===== src/rtl/vec_pkg.sv =====
// Shared definitions for the vector load path.
//   LANES, LANE_W, VEC_W : vector geometry (8 byte lanes, 64-bit vector)
//   vreg_idx_t           : vector register index (two registers)
//   vlp_state_t          : vector_load_packer FSM states
package vec_pkg;

    localparam int unsigned LANES  = 8;
    localparam int unsigned LANE_W = 8;
    localparam int unsigned VEC_W  = LANES * LANE_W;

    typedef logic [0:0] vreg_idx_t;

    typedef enum logic [1:0] {
        IDLE  = 2'd0,
        REQ   = 2'd1,
        WAIT  = 2'd2,
        WRITE = 2'd3
    } vlp_state_t;

endpackage


===== src/rtl/vector_load_packer.sv =====
// Vector load packer: fetches LANES consecutive bytes from byte-wide data memory (one
// outstanding read at a time), packs them little-endian into one vector and issues a
// single register-file write.
//
// Ports:
//   clk, reset            : clock, synchronous active-high reset
//   start                 : load request, honoured only while idle
//   base_addr, dest_reg   : lane-0 byte address and destination register, latched on start
//   mem_rd_en, mem_addr   : one-cycle read request per lane, address = base + lane
//   mem_rdata, mem_rvalid : read response, accepted only while waiting for it
//   rf_we, rf_wd, rf_dest : register-file write port, held for the whole write cycle
//   busy                  : high whenever not idle
//   done                  : one-cycle pulse coincident with rf_we
module vector_load_packer
    import vec_pkg::*;
#(
    parameter int unsigned LANES  = vec_pkg::LANES,
    parameter int unsigned LANE_W = vec_pkg::LANE_W,
    parameter int unsigned ADDR_W = 32
) (
    input  logic                    clk,
    input  logic                    reset,
    input  logic                    start,
    input  logic [ADDR_W-1:0]       base_addr,
    input  vreg_idx_t               dest_reg,
    output logic                    mem_rd_en,
    output logic [ADDR_W-1:0]       mem_addr,
    input  logic [LANE_W-1:0]       mem_rdata,
    input  logic                    mem_rvalid,
    output logic                    rf_we,
    output logic [LANES*LANE_W-1:0] rf_wd,
    output vreg_idx_t               rf_dest,
    output logic                    busy,
    output logic                    done
);

    localparam int unsigned VW = LANES * LANE_W;
    localparam int unsigned CW = (LANES > 1) ? $clog2(LANES) : 1;

    vlp_state_t        state_q, state_d;
    logic [CW-1:0]     lane_q, lane_d;
    logic [VW-1:0]     buf_q, buf_d;
    logic [ADDR_W-1:0] base_q, base_d;
    vreg_idx_t         dest_q, dest_d;

    // Output registers, loaded from the next-state values so every output is a flop.
    logic              mem_rd_en_q, mem_rd_en_d;
    logic [ADDR_W-1:0] mem_addr_q, mem_addr_d;
    logic              rf_we_q, rf_we_d;
    logic [VW-1:0]     rf_wd_q, rf_wd_d;
    vreg_idx_t         rf_dest_q, rf_dest_d;
    logic              busy_q, busy_d;

    always_comb begin
        state_d = state_q;
        lane_d  = lane_q;
        buf_d   = buf_q;
        base_d  = base_q;
        dest_d  = dest_q;

        unique case (state_q)
            IDLE: begin
                if (start) begin
                    state_d = REQ;
                    lane_d  = '0;
                    buf_d   = '0;
                    base_d  = base_addr;
                    dest_d  = dest_reg;
                end
            end
            REQ: begin
                // Any rvalid seen here belongs to no request of ours and is dropped.
                state_d = WAIT;
            end
            WAIT: begin
                if (mem_rvalid) begin
                    buf_d[lane_q*LANE_W +: LANE_W] = mem_rdata;
                    if (lane_q == CW'(LANES - 1)) begin
                        state_d = WRITE;
                    end else begin
                        lane_d  = lane_q + CW'(1);
                        state_d = REQ;
                    end
                end
            end
            WRITE: begin
                state_d = IDLE;
            end
            default: begin
                state_d = IDLE;
            end
        endcase
    end

    always_comb begin
        mem_rd_en_d = (state_d == REQ);
        mem_addr_d  = (state_d == REQ) ? base_d + ADDR_W'(lane_d) : '0;
        rf_we_d     = (state_d == WRITE);
        rf_wd_d     = (state_d == WRITE) ? buf_d : '0;
        rf_dest_d   = (state_d == WRITE) ? dest_d : '0;
        busy_d      = (state_d != IDLE);
    end

    always_ff @(posedge clk) begin
        if (reset) begin
            state_q     <= IDLE;
            lane_q      <= '0;
            buf_q       <= '0;
            base_q      <= '0;
            dest_q      <= '0;
            mem_rd_en_q <= 1'b0;
            mem_addr_q  <= '0;
            rf_we_q     <= 1'b0;
            rf_wd_q     <= '0;
            rf_dest_q   <= '0;
            busy_q      <= 1'b0;
        end else begin
            state_q     <= state_d;
            lane_q      <= lane_d;
            buf_q       <= buf_d;
            base_q      <= base_d;
            dest_q      <= dest_d;
            mem_rd_en_q <= mem_rd_en_d;
            mem_addr_q  <= mem_addr_d;
            rf_we_q     <= rf_we_d;
            rf_wd_q     <= rf_wd_d;
            rf_dest_q   <= rf_dest_d;
            busy_q      <= busy_d;
        end
    end

    // The register file captures on the falling edge inside the WRITE cycle, before the
    // rising edge that would apply reset. Masking with reset keeps a reset that overlaps
    // WRITE from committing the vector.
    assign rf_we     = rf_we_q & ~reset;
    assign done      = rf_we_q & ~reset;
    assign rf_wd     = rf_wd_q;
    assign rf_dest   = rf_dest_q;
    assign mem_rd_en = mem_rd_en_q;
    assign mem_addr  = mem_addr_q;
    assign busy      = busy_q;

endmodule

===== config.mk =====
export PLATFORM = sky130hd
export DESIGN_NAME = vector_load_packer
export DESIGN_NICKNAME = d
export VERILOG_FILES = /design/src/rtl/vec_pkg.sv /design/src/rtl/vector_load_packer.sv
export SDC_FILE = /design/constraint.sdc
export NUM_CORES = 1
export LEC_CHECK = 0
export BUFFER_PORTS_ARGS = -buffer_cell sky130_fd_sc_hd__buf_4
export CAP_MARGIN = 20
export CELL_PAD_IN_SITES_DETAIL_PLACEMENT = 1
export CELL_PAD_IN_SITES_GLOBAL_PLACEMENT = 1
export CORE_MARGIN = 4
export CORE_UTILIZATION = 40
export CTS_BUF_LIST = sky130_fd_sc_hd__clkbuf_4 sky130_fd_sc_hd__clkbuf_8
export CTS_CLUSTER_DIAMETER = 120
export DETAILED_ROUTE_END_ITERATION = 7
export PLACE_DENSITY = 0.89
export SLEW_MARGIN = 40
export SYNTH_ARGS = -nofsm -noshare
export SYNTH_HDL_FRONTEND = slang
export SYNTH_SLANG_ARGS = --single-unit

===== constraint.sdc =====
create_clock -name clk -period 3.5 [get_ports clk]
set_input_delay 0.525 -clock clk [delete_from_list [all_inputs] [get_ports clk]]
set_output_delay 0.525 -clock clk [all_outputs]
set_load 0.005 [all_outputs]

==> results of run 1 <==
-- path summary, 6_finish.rpt --
check               startpoint           end  slack [ps]  depth (start not counted)
setup / recovery    state_q[1]  mem_addr[27]         340                         12
hold / removal    base_addr[2]     base_q[2]         270                          3
setup reg to reg    state_q[1]  mem_addr[27]         340                         12
hold reg to reg      base_q[2]     base_q[2]         470                          2
-- sequential cells by signal, summed over array words and instances (netlist names) --
register / flops
state_q: 2
rf_wd: 64
mem_rd_en: 1
lane_q: 3
rf_dest: 1
dest_q: 1
mem_addr: 32
buf_q: 64
rf_we_q: 1
base_q: 32
busy: 1
-- logic make-up (layout without fill, tap and decap cells) --
group           after synthesis  in the layout  share of synthesized area
simple gates                376            376                      0.238
compound gates              116            116                      0.105
xor+xnor                     21             21                     0.0246
mux                          31             31                     0.0415
fa+ha+maj                     9              9                     0.0161
flops                       202            202                      0.541
buf+inv                      52            227                     0.0330
-- cell type report --
type | instances | area, sq um | area share
Clock buffer | 54 | 656 | 0.0694
Clock inverter | 7 | 68.8 | 0.00728
Inverter | 10 | 37.5 | 0.00397
Multi-Input combinational cell | 553 | 3190 | 0.337
Sequential cell | 202 | 4040 | 0.428
Tap cell | 229 | 287 | 0.0303
Timing Repair Buffer | 156 | 1170 | 0.124
-- where the power goes --
group | switching [W] | leakage (nW) | internal (W)
logic | 0.000223 | 1.88 | 0.000136
registers | 0.0000300 | 1.63 | 0.00235
clock network | 0.000934 | 0.383 | 0.00127
total | 0.00119 | 3.89 | 0.00375
-- through the flow --
stage	hold slack [ps]	instances	setup slack [ps]	total power, W	instance area, sq um
after global placement	458	1150	416	0.00277	8720
final	273	1211	336	0.00494	9450
after global routing	266	1211	14.3	0.00514	9450
after CTS	251	1211	246	0.00499	9450
after detailed placement	467	1150	236	0.00278	8720
after floorplan	444	807	364	0.00263	7470
-- metal layers --
metal  GRT usage  wire [um]
met4      0.0820        612
met5           0          0
met2       0.356      10500
met3      0.0380       1060
met1       0.260       9490
-- cells in the mapped netlist, drive strengths merged, types with 6 or more instances --
cell and instances:
nor2 205, dfxtp 202, nand2 54, a21oi 46, mux2i 31, a22oi 28
nand3 26, clkbuf 24, and3 22, buf 18, nand4 18, xor2 14
a31oi 12, nor3 11, inv 10, ha 8, o21ai 8, nor2b 7
nor3b 7, xnor2 7, and4 6
-- worst reg2reg max path, cell delays in order (launching register included) --
cell	delay [ps]
dfxtp_1	510
nand2b_1	200
nor2_1	320
a211oi_1	120
a31oi_1	340
inv_1	110
ha_1	320
a21o_1	170
a21oi_2	300
a21oi_1	110
and3_1	270
a21o_1	200
a21oi_1	130
==> out/qor.csv, run 1 <==
stage,metric,value,unit
clocking,h-tree-depth,2,
setup_path,criticalPathCategory,register to register,
clocking,tritoncts,built,
detailed_routing,antenna_left,0,
finish,post-route-util,0.521,
synth,yosys-top-cells-area,"dfxtp_1, nor2_1, mux2i_1",
synth,synth-edff-count,0,
sta,period_share,0.904,
worst_hold_path,worstHoldPathType,input pin to register,
finish,final_common_cell,nor2_1,
floorplanning,floorplan.initialDensity,0.412,
sta,rsz0062_at_grt,false,
sta,setup_violations,0,
sta,slew_headroom,0.472,
flow_run,cap_violations,0,
clocking,clock_path_buffers,3,
synth,ys_types,56,
setup_path,cp_slowest_stage_delay,510,ps
setup_path,path_delay_family,compound AO/OA/AOI/OAI gates,
placement,dp_hpwl,15300,um
finish,final_cell_mix,"nor2_1, dfxtp_1, buf_4",
setup_path,worstPathCellList,nand2b_1 > nor2_1 > a211oi_1 > a31oi_1 > inv_1 > ha_1 > a21o_1 > a21oi_2 > a21oi_1 > and3_1 > a21o_1 > a21oi_1,
finish,drive_gt1_frac,0.247,
pwr,ir_drop,0.000262,V
detailed_routing,post_drt_wl_per_cell,17.9,um
detailed_routing,drc,0,
pwr,pwr_density_cell,523,nW/um^2
synth,ys_seq_area_frac,0.541,
synth,syn_area_per_cell,9.25,sq um
detailed_routing,drt-total-wl,21700,um
synth,yosys_warnings,0,
setup_path,cp.arrival,3620,ps
clocking,root_buffer,clkbuf_8,
sta,tns,0,ps
clocking,ctsResizeCount,0,
clocking,insertion_delay,520,ps
setup_path,cp_slowest_cell,dfxtp_1,
floorplanning,die_w,145,um
detailed_routing,drt_iter0_markers,361,
finish,area_growth,26.6,%
floorplanning,die-area,20900,sq um
detailed_routing,via_count,6339,
sta,skew,17.4,ps
synth,synth_nets,861,
floorplanning,rows,49,
clocking,clkTransAtPathRegs,60,ps
clocking,post_cts_buffers,0,
sta,post-route-min-period,3160,ps
floorplanning,die_y,145,um
detailed_routing,vias_per_cell,5.23,
global_route,grt_pass1_vias,6706,
pwr,p_leak,3.89,nW
floorplanning,io_pins,146,
global_route,antenna_found_initial,1,
placement,globalplace.congestion,0.888,
sta,hold_violations,0,
synth,synth.top_cell.area_share,0.541,
setup_path,critical_path.n_buffers_inverters,1,
clocking,cts_inserted_buffers,34,
setup_path,cp-end-kind,register,
setup_path,critPathLaunchType,register,
setup_path,cp.required,3950,ps
synth,async_flop_share,0,
synth,ys_ff_latch,202,
setup_path,cp_max_fo,8,
global_route,grt_pass1_wl,34600,um
global_route,grt_overflow,0,
synth,yosys_most_used_dff,dfxtp_1,
synth,synth_cells,807,
global_route,grt_usage,0.208,
clocking,clkSinkCount,202,
synth,synth_top_area_cell,dfxtp_1,
finish,num-nets-final,1011,
sta,drv_slew,0,
floorplanning,coreArea,18100,sq um
detailed_routing,dr.pass1.iters,4,
finish,n_antenna_cell,0,
synth,syn_area,7470,sq um
clocking,hold_buffers,0,
global_route,grt_max_degree,65,
sta,worst_pin_slew,792,ps
finish,fill_cells,2142,
sta,fmax,316,MHz
placement,portBuffers,145,
status,outcome,finished clean,
Note: power is estimated with default switching activity, not from simulation.
==> run 2, diff against run 1 <==
--- a/config.mk
+++ b/config.mk
@@ -15,6 +15,7 @@
 export CTS_CLUSTER_DIAMETER = 120
 export DETAILED_ROUTE_END_ITERATION = 7
 export PLACE_DENSITY = 0.89
+export REMOVE_ABC_BUFFERS = 1
 export SLEW_MARGIN = 40
 export SYNTH_ARGS = -nofsm -noshare
 export SYNTH_HDL_FRONTEND = slang
==> constraint.sdc (replaced) <==
create_clock -name clk -period 3.5 [get_ports clk]
set_input_delay 0.7 -clock clk [delete_from_list [all_inputs] [get_ports clk]]
set_output_delay 0.7 -clock clk [all_outputs]
set_load 0.005 [all_outputs]
==> run 2 against run 1 <==
Compared with the run above:
- first-iteration DRC count shrank 1.7%
- wire length grew 5.2%
- non-clock buffer count grew 1
- final area shrank 0.89%
- combinational power grew 2%
- flip-flop and latch count is the same
- utilization shrank 0.46 points
- critical endpoint is now mem_addr[30]
- highest routed layer unchanged
==> out/qor.csv, run 2 (same netlist as run 1, synthesis figures left out) <==
stage,metric,value,unit
placement,dp_cells,1151,
pwr,pwr_density_cell,506,nW/um^2
sta,hold_violations,0,
placement,globalplace.congestion,0.868,
floorplanning,coreArea,18100,sq um
detailed_routing,via_count,6411,
detailed_routing,vias_per_cell,5.33,
placement,dp_hpwl,15900,um
setup_path,r2r_slack,360,ps
finish,num-nets-final,1012,
flow_run,cap_violations,0,
pwr,p_leak,3.85,nW
clocking,root_buffer,clkbuf_8,
sta,period_share,0.897,
finish,drive_gt1_frac,0.243,
clocking,cts_inserted_buffers,34,
floorplanning,die_y,145,um
worst_hold_path,hold_path_end,rf_dest,
clocking,clkSinkCount,202,
setup_path,cp_max_fo,6,
detailed_routing,drt-total-wl,22800,um
setup_path,critical_path.n_buffers_inverters,1,
clocking,clock_path_buffers,3,
sta,rsz0062_at_grt,false,
placement,portBuffers,145,
finish,area_growth,25.4,%
sta,skew,27.2,ps
sta,slew_headroom,0.494,
sta,worst_pin_slew,753,ps
floorplanning,die-area,20900,sq um
global_route,grt_pass1_wl,36100,um
sta,setup_violations,0,
floorplanning,io_pins,146,
worst_hold_path,hp-start,dest_reg,
global_route,antenna_found_initial,0,
setup_path,cp.required,3950,ps
setup_path,critPathLaunchType,register,
floorplanning,floorplan.initialDensity,0.412,
finish,n_antenna_cell,0,
setup_path,reg2reg_depth,15,
worst_hold_path,worstHoldPathType,input pin to register,
sta,fmax,319,MHz
finish,fill_cells,2101,
sta,drv_slew,0,
setup_path,reg2reg_to,mem_addr[30],
setup_path,cp.arrival,3590,ps
finish,final_cell_mix,"nor2_1, dfxtp_1, buf_4",
finish,post-route-util,0.516,
status,outcome,finished clean,
setup_path,path_common_cell,ha_1,
clocking,h-tree-depth,2,
detailed_routing,antenna_left,0,
clocking,tritoncts,built,
setup_path,cp_slowest_stage_delay,400,ps
setup_path,r2r_start,lane_q[1],
floorplanning,rows,49,
floorplanning,die_w,145,um
detailed_routing,dr.pass1.iters,4,
finish,register_area,4040,sq um
clocking,clkTransAtPathRegs,60,ps
setup_path,cp_slowest_cell,fa_1,
sta,post-route-min-period,3140,ps
global_route,grt_overflow,0,
clocking,insertion_delay,530,ps
finish,fin_cells,1202,
setup_path,cp-end-kind,register,
clocking,post_cts_buffers,0,
finish,final_common_cell,nor2_1,
setup_path,criticalPathCategory,register to register,
worst_hold_path,whs_path_depth,3,
detailed_routing,drt_iter0_markers,355,
detailed_routing,drc,0,
finish,multi_input_area,3200,sq um
setup_path,worstPathCellList,ha_1 > nand2_2 > nand2_1 > nor3_1 > a21oi_1 > o21ai_1 > ha_1 > inv_1 > fa_1 > nor2b_2 > nor2_1 > a21oi_2 > nand4_1 > nor3b_2 > mux2i_1,
global_route,grt_usage,0.218,
pwr,ir_drop,0.000217,V
setup_path,path_delay_family,simple AND/OR/NAND/NOR gates,
global_route,grt_pass1_vias,6708,
detailed_routing,post_drt_wl_per_cell,19.0,um
global_route,grt_max_degree,52,
[run 2: timing repair]
item	in CTS	in global routing
gates resized for setup	0	4
hold buffers	0	0
setup endpoints to repair	0	5
[run 2: worst min-delay path, delay by kind of cell]
family	cells	cell delay, ps
buf+inv	1	80
simple gates	1	80
mux	1	70
[run 2: stage by stage]
stage	setup WS, ps	setup TNS (ps)	power (W)	hold slack, ps	area [sq um]
floorplan	-2070	-116590	0.00261	438	7260
global placement	347	0	0.00278	459	8730
detailed placement	141	0	0.00279	471	8740
CTS	134	0	0.00479	419	9360
global route	56.6	0	0.00493	464	9370
finish	362	0	0.00474	445	9370
[run 2: how the worst max path moves through the flow]
| stage | startpoint | endpoint | slack (ps) | depth (start not counted) |
|---|---|---|---|---|
| final | lane_q[1] | mem_addr[30] | 360 | 15 |
| after global placement | start | mem_addr[30] | 350 | 13 |
| after floorplan | start | mem_addr[30] | -2070 | 9 |
| after CTS | lane_q[1] | mem_addr[30] | 130 | 15 |
| after global routing | lane_q[1] | mem_addr[30] | 60 | 15 |
| after detailed placement | start | mem_addr[30] | 140 | 13 |
[run 2: cell type report]
type / instances / area share
clock buffers: 49 / 0.0646
flip-flops and latches: 202 / 0.432
repair buffers: 157 / 0.126
well taps: 229 / 0.0306
inverters: 10 / 0.00401
multi-input cells: 553 / 0.341
clock inverters: 2 / 0.00200
[run 2: routing by layer]
layer / global-route usage / vias to the layer above / part of all wire
met5: 0 / - / 0
met4: 0.0844 / 0 / 0.029
met3: 0.0317 / 47 / 0.045
met2: 0.371 / 199 / 0.51
met1: 0.279 / 3118 / 0.42
li1: - / 3047 / -
[run 2: report_power, final]
group	total [W]	internal [W]	switching, W	leakage (nW)
Clock	0.00200	0.00110	0.000898	0.330
Combinational	0.000366	0.000140	0.000226	1.89
Sequential	0.00238	0.00235	0.0000310	1.63
Total	0.00474	0.00359	0.00116	3.85
==> run 3, diff against run 2 <==
--- a/config.mk
+++ b/config.mk
@@ -9,6 +9,7 @@
 export CAP_MARGIN = 20
 export CELL_PAD_IN_SITES_DETAIL_PLACEMENT = 1
 export CELL_PAD_IN_SITES_GLOBAL_PLACEMENT = 1
+export CORE_ASPECT_RATIO = 1.4
 export CORE_MARGIN = 4
 export CORE_UTILIZATION = 40
 export CTS_BUF_LIST = sky130_fd_sc_hd__clkbuf_4 sky130_fd_sc_hd__clkbuf_8
==> run 3 against run 2 <==
Compared with the run above:
- hold slack got worse by 15 ps
- total power fell by 1.2%
- combinational power barely moved
- count of clock-buffer cells in the layout rose by 1
- critical path type unchanged
==> out/qor.csv, run 3 (same netlist as run 1, synthesis figures left out) <==
stage,metric,value,unit
clocking,cts_inserted_buffers,29,
pwr,ir_drop,0.000300,V
detailed_routing,drt_iter0_markers,311,
worst_hold_path,worstHoldPathType,input pin to register,
setup_path,cp-end-kind,register,
setup_path,cp-startpoint,state_q[1],
setup_path,cp.arrival,3720,ps
setup_path,cp_slowest_cell,dfxtp_1,
floorplanning,die_y,170,um
clocking,root_buffer,clkbuf_8,
setup_path,r2r_start,state_q[1],
clocking,clock_path_buffers,3,
clocking,clkSinkCount,202,
setup_path,worstPathCellList,nand2b_1 > nor2_1 > a211oi_1 > a31oi_2 > inv_1 > ha_1 > a21o_1 > a21oi_2 > a21oi_1 > and3_1 > a21o_1 > a21oi_1,
sta,post-route-min-period,3240,ps
placement,dp_cells,1162,
sta,rsz0062_at_grt,false,
pwr,p_leak,3.86,nW
global_route,grt_usage,0.213,
finish,final_cell_mix,"nor2_1, dfxtp_1, buf_4",
detailed_routing,vias_per_cell,5.27,
flow_run,cap_violations,0,
sta,hold_violations,0,
placement,dp_worst_setup_slack,41.5,ps
floorplanning,coreArea,18100,sq um
setup_path,cp_slowest_stage_delay,540,ps
placement,dp_hpwl,15600,um
floorplanning,rows,58,
finish,area_growth,25.8,%
global_route,grt_max_degree,58,
global_route,grt_overflow,0,
finish,drive_gt1_frac,0.245,
detailed_routing,antenna_left,0,
clocking,tritoncts,built,
sta,slew_headroom,0.486,
finish,final_common_cell,nor2_1,
setup_path,criticalPathCategory,register to register,
global_route,grt_pass1_vias,6842,
sta,period_share,0.926,
detailed_routing,dr.pass1.iters,4,
global_route,grt_pass1_wl,35600,um
floorplanning,die_w,123,um
placement,portBuffers,145,
status,outcome,finished clean,
setup_path,cp_max_fo,8,
global_route,antenna_found_initial,0,
pwr,pwr_density_cell,499,nW/um^2
setup_path,cp.required,3980,ps
detailed_routing,via_count,6414,
sta,drv_slew,0,
finish,fill_cells,2109,
finish,num-nets-final,1009,
detailed_routing,drc,0,
clocking,insertion_delay,560,ps
placement,globalplace.congestion,0.864,
clocking,hold_buffers,0,
sta,worst_pin_slew,772,ps
sta,skew,9.77,ps
sta,fin_ws,257,ps
floorplanning,die-area,21000,sq um
detailed_routing,post_drt_wl_per_cell,18.5,um
finish,fin_cells,1216,
floorplanning,floorplan.initialDensity,0.412,
clocking,h-tree-depth,1,
finish,n_antenna_cell,0,
setup_path,critPathLaunchType,register,
clocking,clkTransAtPathRegs,70,ps
floorplanning,io_pins,146,
sta,setup_violations,0,
worst_hold_path,hp-start,dest_reg,
sta,fmax,308,MHz
detailed_routing,drt-total-wl,22500,um
run 3: cell count changes in the layout (fill, tap and decap cells not counted):
cell      previous run  this run
clkinv_2             0         1
buf_4              157       159
clkbuf_4            11        13
a31oi_2              0         1
clkbuf_8            38        37
or3_2                0         1
nor2b_2              1         0
nor2b_1              6         7
inv_8                1         0
or3_4                2         1
a31oi_1             12        11
run 3: worst max-delay path: cells and delay by family (launching register included):
| kind | cells | cell delay (ps) |
|---|---|---|
| adder cells (fa/ha/maj) | 1 | 300 |
| buffers and inverters | 1 | 100 |
| AND/OR/NAND/NOR | 3 | 760 |
| AO/OA/AOI/OAI | 7 | 1460 |
| flip-flops | 1 | 540 |
run 3: area by class of cell:
cell class | count | area, sq um | area share
Clock buffer | 50 | 607 | 0.0646
Tap cell | 240 | 300 | 0.0320
Clock inverter | 2 | 12.5 | 0.00133
Sequential cell | 202 | 4040 | 0.431
Multi-Input combinational cell | 553 | 3200 | 0.340
Timing Repair Buffer | 159 | 1190 | 0.127
Inverter | 10 | 37.5 | 0.00400
run 3: final timing paths:
kind         slack [ps]      endpoint  cells past startpoint
min reg2reg         480     rf_wd[52]                      2
min                 430       rf_dest                      3
max reg2reg         260  mem_addr[25]                     12
max                 260  mem_addr[25]                     12
run 3: repair_timing:
item / in CTS / in global routing
endpoints found under the setup margin: 0 / 10
setup buffers: 0 / 2
resized for setup: 0 / 4
run 3: per-stage QoR:
stage / cell area (sq um) / hold slack, ps / TNS [ps] / utilization / total power, W
finish: 9390 / 431 / 0 / 0.518 / 0.00468
global route: 9390 / 408 / 0 / 0.518 / 0.00488
CTS: 9370 / 382 / 0 / 0.516 / 0.00473
detailed placement: 8750 / 471 / 0 / 0.482 / 0.00279
global placement: 8750 / 457 / 0 / 0.482 / 0.00277
floorplan: 7260 / 438 / -116590 / - / 0.00261
run 3: layer usage:
metal | vias up | wire (um) | share of wire | GRT usage
li1 | 3034 | - | - | -
met1 | 3127 | 8530 | 0.38 | 0.235
met2 | 203 | 12000 | 0.54 | 0.397
met3 | 50 | 1280 | 0.057 | 0.0393
met4 | 0 | 660 | 0.029 | 0.0781
met5 | - | 0 | 0 | 0
run 3: report_power, final:
group | internal (W) | switching, W | leakage, nW
sequential | 0.00235 | 0.0000294 | 1.63
clock | 0.00108 | 0.000862 | 0.330
combinational | 0.000141 | 0.000225 | 1.90
total | 0.00357 | 0.00112 | 3.86
